### config.mk
export PLATFORM = sky130hd
export DESIGN_NAME = fetch_stage
export DESIGN_NICKNAME = d
export VERILOG_FILES = /design/src/rtl/fetch_stage.sv
export SDC_FILE = /design/constraint.sdc
export NUM_CORES = 1
export LEC_CHECK = 0
export ABC_AREA = 1
export CAP_MARGIN = 20
export CORE_MARGIN = 5
export CORE_UTILIZATION = 58
export CTS_BUF_LIST = sky130_fd_sc_hd__clkbuf_4 sky130_fd_sc_hd__clkbuf_8
export DETAILED_ROUTE_END_ITERATION = 8
export MAX_ROUTING_LAYER = met4
export PLACE_DENSITY_LB_ADDON = 0.15
export SLEW_MARGIN = 0
export SYNTH_ARGS = -nofsm -noshare
export SYNTH_HDL_FRONTEND = slang
export SYNTH_SLANG_ARGS = --single-unit
### constraint.sdc
create_clock -name clk -period 4.2 [get_ports clk]
set_clock_uncertainty 0.1 [all_clocks]
set_input_delay 0.63 -clock clk [delete_from_list [all_inputs] [get_ports clk]]
set_output_delay 0.63 -clock clk [all_outputs]
set_load 0.05 [all_outputs]
### src/rtl/fetch_stage.sv
// Instruction-fetch stage: requests the instruction at pc_addr from a multi-cycle memory,
// loads it into IF/ID, parks it in a hold buffer under stall, drops wrong-path data on flush.
module fetch_stage #(
  parameter logic [15:0] NOP_INSTR   = 16'h0000,
  parameter logic [3:0]  HALT_OPCODE = 4'hF
) (
  input  logic        clk,
  input  logic        rst,
  input  logic [15:0] pc_addr,
  output logic        pc_wen,
  output logic        imem_req,
  output logic [15:0] imem_addr,
  input  logic        imem_rdy,
  input  logic [15:0] imem_data,
  input  logic        stall,
  input  logic        flush,
  output logic        if_id_valid,
  output logic [15:0] if_id_instr,
  output logic [15:0] if_id_pc,
  output logic        halted
);

  typedef enum logic [1:0] {
    ST_FETCH   = 2'd0,
    ST_HOLD    = 2'd1,
    ST_DISCARD = 2'd2,
    ST_HALTED  = 2'd3
  } state_e;

  state_e      state_q, state_d;
  logic        if_id_valid_q, if_id_valid_d;
  logic [15:0] if_id_instr_q, if_id_instr_d;
  logic [15:0] if_id_pc_q, if_id_pc_d;
  logic [15:0] hold_instr_q, hold_instr_d;
  logic [15:0] hold_pc_q, hold_pc_d;
  logic [15:0] held_addr_q, held_addr_d;

  logic        pc_wen_s;
  logic        req_s;
  logic [15:0] addr_s;
  logic [15:0] next_pc_s;
  logic        data_is_halt_s;
  logic        hold_is_halt_s;

  assign next_pc_s      = pc_addr + 16'h0002;
  assign data_is_halt_s = (imem_data[15:12] == HALT_OPCODE);
  assign hold_is_halt_s = (hold_instr_q[15:12] == HALT_OPCODE);

  // Next-state and next-register computation for the fetch FSM.
  always_comb begin
    state_d       = state_q;
    if_id_valid_d = if_id_valid_q;
    if_id_instr_d = if_id_instr_q;
    if_id_pc_d    = if_id_pc_q;
    hold_instr_d  = hold_instr_q;
    hold_pc_d     = hold_pc_q;
    held_addr_d   = held_addr_q;
    pc_wen_s      = 1'b0;
    req_s         = 1'b0;
    addr_s        = pc_addr;

    if (flush) begin
      // Wrong-path work is discarded regardless of stall; the PC takes the redirect now.
      pc_wen_s      = 1'b1;
      if_id_valid_d = 1'b0;
      if_id_instr_d = NOP_INSTR;
      hold_instr_d  = NOP_INSTR;
      hold_pc_d     = 16'h0000;
    end else begin
      pc_wen_s = 1'b0;
    end

    case (state_q)
      ST_FETCH: begin
        req_s       = 1'b1;
        addr_s      = pc_addr;
        held_addr_d = pc_addr;
        if (flush) begin
          state_d = imem_rdy ? ST_FETCH : ST_DISCARD;
        end else if (imem_rdy) begin
          pc_wen_s = !data_is_halt_s;
          if (stall) begin
            hold_instr_d = imem_data;
            hold_pc_d    = next_pc_s;
            state_d      = ST_HOLD;
          end else begin
            if_id_valid_d = 1'b1;
            if_id_instr_d = imem_data;
            if_id_pc_d    = next_pc_s;
            state_d       = data_is_halt_s ? ST_HALTED : ST_FETCH;
          end
        end else if (!stall) begin
          if_id_valid_d = 1'b0;
          if_id_instr_d = NOP_INSTR;
        end else begin
          state_d = ST_FETCH;
        end
      end
      ST_HOLD: begin
        if (flush) begin
          state_d = ST_FETCH;
        end else if (!stall) begin
          if_id_valid_d = 1'b1;
          if_id_instr_d = hold_instr_q;
          if_id_pc_d    = hold_pc_q;
          state_d       = hold_is_halt_s ? ST_HALTED : ST_FETCH;
        end else begin
          state_d = ST_HOLD;
        end
      end
      ST_DISCARD: begin
        // The outstanding request keeps its original address until the memory answers.
        req_s  = 1'b1;
        addr_s = held_addr_q;
        if (imem_rdy) begin
          state_d = ST_FETCH;
        end else begin
          state_d = ST_DISCARD;
        end
        if (!flush && !stall) begin
          if_id_valid_d = 1'b0;
          if_id_instr_d = NOP_INSTR;
        end else begin
          if_id_valid_d = if_id_valid_d;
        end
      end
      ST_HALTED: begin
        if (flush) begin
          state_d = ST_FETCH;
        end else begin
          state_d = ST_HALTED;
        end
      end
      default: begin
        state_d = ST_FETCH;
      end
    endcase
  end

  // State and pipeline registers, cleared asynchronously.
  always_ff @(posedge clk or negedge rst) begin
    if (!rst) begin
      state_q       <= ST_FETCH;
      if_id_valid_q <= 1'b0;
      if_id_instr_q <= NOP_INSTR;
      if_id_pc_q    <= 16'h0000;
      hold_instr_q  <= NOP_INSTR;
      hold_pc_q     <= 16'h0000;
      held_addr_q   <= 16'h0000;
    end else begin
      state_q       <= state_d;
      if_id_valid_q <= if_id_valid_d;
      if_id_instr_q <= if_id_instr_d;
      if_id_pc_q    <= if_id_pc_d;
      hold_instr_q  <= hold_instr_d;
      hold_pc_q     <= hold_pc_d;
      held_addr_q   <= held_addr_d;
    end
  end

  assign pc_wen      = rst & pc_wen_s;
  assign imem_req    = rst & req_s;
  assign imem_addr   = addr_s;
  assign if_id_valid = if_id_valid_q;
  assign if_id_instr = if_id_instr_q;
  assign if_id_pc    = if_id_pc_q;
  assign halted      = (state_q == ST_HALTED);

endmodule

==> results of run 1 <==
[final timing paths]
path | start | endpoint | depth (start not counted)
worst min register to register | hold_pc_q[10]$_DFF_PN0_ | hold_pc_q[10]$_DFF_PN0_ | 2
min in group clk | hold_pc_q[10]$_DFF_PN0_ | hold_pc_q[10]$_DFF_PN0_ | 2
worst min-delay path | rst | if_id_instr[12]$_DFF_PN0_ | 2
worst max-delay path | state_q[1]$_DFFE_PN0P_ | imem_addr[8] | 6
max in group asynchronous | rst | hold_pc_q[13]$_DFF_PN0_ | 3
worst max register to register | state_q[0]$_DFFE_PN0P_ | if_id_pc[7]$_DFFE_PN0P_ | 8
[synth_stat cells, drive strengths merged]
cell type | instances | area share, %
o311ai | 2 | 0.40
xor2 | 2 | 0.40
ha | 1 | 0.28
nand3 | 47 | 5.5
nand3b | 1 | 0.45
nor3 | 1 | 0.11
nor2 | 26 | 3.1
buf | 19 | 2.8
inv | 71 | 6.2
clkbuf | 8 | 0.91
o21ai | 77 | 9.0
o21bai | 2 | 0.34
o31ai | 4 | 1.0
nand4 | 9 | 1.3
o211ai | 3 | 0.51
nand2 | 139 | 12
a21oi | 33 | 3.7
dfrtp | 83 | 47
a22oi | 1 | 0.17
xnor2 | 4 | 0.80
o221ai | 12 | 2.4
o22ai | 9 | 1.3
[sequential cells by signal, indices dropped and copies added (netlist names)]
name          cells
held_addr_q      16
state_q           2
hold_instr_q     16
if_id_valid       1
hold_pc_q        16
if_id_instr      16
if_id_pc         16
[cells by family after synthesis]
logic type,share of synthesized area (%)
xor+xnor,1.19
flops,47.1
fa+ha+maj,0.284
simple gates,22.7
compound gates,18.9
buf+inv,9.83
[layout make-up]
type / instances / share of cell area, %
flip-flops and latches: 83 / 37.9
multi-input cells: 373 / 34.6
repair buffers: 94 / 17.2
inverters: 71 / 4.95
clock buffers: 9 / 2.26
well taps: 99 / 2.26
clock inverters: 7 / 0.913
[metrics by stage]
stage	hold slack [ns]	instances	util, %	worst slack [ns]	total power (uW)
3_3_place_gp	0.362	719	72.0	1.17	2160
2_1_floorplan	0.234	554	-	1.50	1800
4_1_cts	0.387	735	74.4	0.989	2690
3_5_place_dp	0.364	719	72.0	1.15	2180
6_report	0.0787	736	74.8	1.01	2690
5_1_grt	0.0751	736	74.8	0.799	2820
[critical path, cell delays in order, from the launching register on]
cell,delay [ns]
dfrtp_1,0.46
inv_2,0.10
nor2_1,0.09
buf_4,0.24
inv_1,0.20
o21ai_0,0.20
clkdlybuf4s50_1,0.83
[layer usage]
metal	part of all wire, %	routed length [microns]	vias to the layer above
met4	0.98	114	0
met2	49	5730	122
met1	45	5240	1967
met3	4.9	573	14
li1	-	-	1998
met5	0	0	-
[report_power, final]
part           switching, uW  total, uW  internal, uW
sequential              86.0       1030           949
combinational            783       1130           349
clock                    300        519           219
total                   1170       2690          1520
==> flow_metrics.tcl, run 1 <==
set metrics [dict create \
    hold_buffers 0 \
    fillers 570 \
    worst_setup_path_end_kind "output pin" \
    layout_worst_path_cycle_share_pct 75.8 \
    area_growth_pct 24.5 \
    p_per_area_nw_per_um2 490 \
    hold_viol_final 0 \
    drive_above_1_share_pct 7.06 \
    rows 31 \
    layout.area.seq_sq_um 2080 \
    placed_cell_area_sq_um 5280 \
    worst_pin_slew_ns 0.682 \
    cts_buffers 9 \
    relSlewSlack_pct 54.5 \
    cts.path.max_buffers 2 \
    antenna_found_initial 0 \
    wl_per_cell_microns 15.8 \
    critPathKind "reg2out" \
    die_h_microns 97.2 \
    final_antenna_net_count 0 \
    critical_path_required_ns 3.47 \
    grtUsageMet2_pct 40.2 \
    drc 0 \
    io_buffers 88 \
    ios 89 \
    rsz0062_at_grt "no" \
    netlist_instances 554 \
    vias 4101 \
    firstDrtPassIters 5 \
    drt_iter0_drc 307 \
    htreeDepth 3 \
    met1_usage_pct 33.9 \
    fin_area_sq_um 5480 \
    ir_drop_v 0.000267 \
    netlist_area_sq_um 4410 \
    grt_pass1_vias 3884 \
    synth_fp_nets 592 \
    maxCapViolations 0 \
    p_leak_uw 0.00255 \
    setup_viol 0 \
    fmax_ghz 0.314 \
    status "finished clean" \
    final_common_cell "nand2_1" \
    die_w_microns 97.2 \
    routed_via_density 5.57 \
    seq_area_frac_synth_pct 47.1 \
    overflow 0 \
    core_sq_um 7330 \
    multi_input_area_sq_um 1900 \
    layout_common_cells "nand2_1 (136), clkdlybuf4s50_1 (86), dfrtp_1 (83)" \
    antennaDiodeCount 0 \
    cp_max_fo 21 \
    tns_ns 0 \
    cts_resized 0 \
    top_usage_layer "met2" \
    layout.nets 670 \
    yosys_warnings 0 \
    routed_wl_mm 11.7 \
    worst-r2r-setup-slack_ns 2.01 \
    start_util_pct 60.1 \
    use_met3_pct 3.37 \
    clk_pin_slew_ns 0.09 \
    syn_area_per_cell_sq_um 7.95 \
    cts_tree "yes" \
    gp_congestion 0.967 \
    track_usage_pct 25.0 \
    critPathArrivalTime_ns 2.46 \
    grt_pass1_wl_mm 19.1 \
    synth.distinct_cells 36 \
    grt_max_degree 84 \
    cts_setup_buffers 0 \
    worstSetupStartpointType "flop" \
    cts_sinks 83 \
    ys_ff_latch 83 \
    fin_crit_ns 3.19 \
    hpwlAfterDp_mm 8.33 \
    slew_violations 0 \
    holdCritPathClass "in2async" \
    dieArea_sq_um 9440 \
    clk-insertion-delay-late_ns 0.35 \
    cts-root-buf "clkbuf_8" \
]
Power figures use the tool's default switching activity.
==> inputs of run 2 (changes only) <==
- CORE_UTILIZATION: 58 -> 53
- clock period: 4.2 -> 3.3 ns (I/O delays scaled with it)
==> flow_metrics.tcl, run 2 (synthesized netlist as in run 1, its figures left out) <==
set metrics [dict create \
    routed_wl_mm 12.0 \
    htreeDepth 3 \
    worstSetupStartpointType "flop" \
    worst-r2r-setup-slack_ns 1.42 \
    path_cells "inv_2 -> nor2_1 -> buf_4 -> o21ai_0 -> clkdlybuf4s50_1" \
    layout_worst_path_cycle_share_pct 86.6 \
    path_buf_inv 3 \
    cts_resized 0 \
    final_common_cell "nand2_1" \
    power_frac_seq_pct 36.2 \
    wl_per_cell_microns 16.2 \
    layout.nets 671 \
    cp_max_fo 21 \
    cts_buffers 9 \
    routed_via_density 5.64 \
    hold_buffers 0 \
    relSlewSlack_pct 58.5 \
    power.switching_uw 1480 \
    cts_tree "yes" \
    setup_viol 0 \
    core_sq_um 8180 \
    fmax_ghz 0.350 \
    antennaDiodeCount 0 \
    combinationalPowerShare_pct 41.2 \
    grt_pass1_wl_mm 20.1 \
    overflow 0 \
    worst_pin_slew_ns 0.621 \
    critPathKind "reg2out" \
    hold_viol_final 0 \
    ir_drop_v 0.000317 \
    clk_pin_slew_ns 0.09 \
    rsz0062_at_grt "no" \
    p_leak_uw 0.00259 \
    cpMaxStageDelayCell "clkdlybuf4s50_1" \
    ios 89 \
    final_antenna_net_count 0 \
    crit_path_max_incr_delay_ns 0.85 \
    critPathArrivalTime_ns 2.26 \
    cts_setup_buffers 0 \
    cts-root-buf "clkbuf_8" \
    clk-insertion-delay-late_ns 0.35 \
    cts_sinks 83 \
    tns_ns 0 \
    cts.path.max_buffers 2 \
    power.share.clock_pct 22.6 \
    worst_setup_path_end_kind "output pin" \
    critical_path_required_ns 2.70 \
    hpwlAfterDp_mm 8.51 \
    post-route-util_pct 68.4 \
    grt_pass1_vias 4094 \
    intPower_uw 2140 \
    dieArea_sq_um 10200 \
    rows 33 \
    holdCritPathClass "in2async" \
    firstDrtPassIters 6 \
    fin_crit_ns 2.86 \
    slew_violations 0 \
    p_per_area_nw_per_um2 649 \
    area_growth_pct 27.0 \
    die_w_microns 101 \
    start_util_pct 53.9 \
    drt_iter0_drc 279 \
    drc 0 \
    grt_max_degree 44 \
    drive_above_1_share_pct 8.16 \
    cp_top_family "buffers and inverters" \
    maxCapViolations 0 \
    swShare_pct 40.9 \
    status "finished clean" \
    io_buffers 88 \
    vias 4188 \
    track_usage_pct 25.5 \
    layout_common_cells "nand2_1 (136), dfrtp_1 (83), clkdlybuf4s50_1 (79)" \
    gp_congestion 0.891 \
    antenna_found_initial 0 \
    die_h_microns 101 \
]
==> run 2: final timing paths <==
check | start | to | cells after the start
setup reg to reg | state_q[0]$_DFFE_PN0P_ | if_id_instr[9]$_DFF_PN0_ | 5
max in group asynchronous | rst | if_id_instr[8]$_DFF_PN0_ | 3
min in group clk | if_id_pc[6]$_DFFE_PN0P_ | if_id_pc[6]$_DFFE_PN0P_ | 2
hold reg to reg | if_id_pc[6]$_DFFE_PN0P_ | if_id_pc[6]$_DFFE_PN0P_ | 2
setup / recovery | state_q[1]$_DFFE_PN0P_ | imem_addr[12] | 5
hold / removal | rst | if_id_pc[9]$_DFFE_PN0P_ | 2
==> run 2: layout make-up <==
type	instances	area, sq um
clock buffer	11	145
multi-input combinational	373	1900
fill	662	2580
tap	105	131
clock inverter	4	75.1
timing repair buffer	95	998
inverter	71	272
sequential	83	2080
==> run 2: per-stage QoR <==
stage | hold WS (ns) | setup WS (ns) | power [uW] | std cells | cell area (sq um)
2_1_floorplan | 0.0994 | 0.737 | 2290 | 554 | 4410
3_3_place_gp | 0.361 | 0.563 | 2800 | 727 | 5370
3_5_place_dp | 0.365 | 0.521 | 2830 | 727 | 5370
4_1_cts | 0.146 | 0.410 | 3650 | 742 | 5590
6_report | 0.144 | 0.441 | 3630 | 742 | 5590
5_1_grt | 0.168 | 0.263 | 3820 | 742 | 5590
==> run 2: metal layers <==
| layer | vias to the layer above | share of wire (%) | wire length [microns] | track usage, % |
|---|---|---|---|---|
| met3 | 27 | 7.2 | 867 | 4.55 |
| li1 | 1996 | - | - | - |
| met5 | - | 0 | 0 | - |
| met4 | 0 | 2.2 | 266 | 9.20 |
| met2 | 197 | 45 | 5440 | 37.2 |
| met1 | 1968 | 45 | 5410 | 35.7 |
==> run 2: power groups by stage <==
stage	logic (uW)	registers (uW)	clock network (uW)
floorplan	674	1620	0
global placement	1480	1320	0
detailed placement	1500	1330	0
CTS	1500	1320	830
global route	1600	1340	877
finish	1500	1320	818
==> run 2: worst reg2reg max path: cells and delay by family, from the launching register on <==
kind | cells | cell delay [ns]
compound gates | 1 | 0.29
buf+inv | 1 | 0.16
flops | 1 | 0.48
simple gates | 3 | 0.77
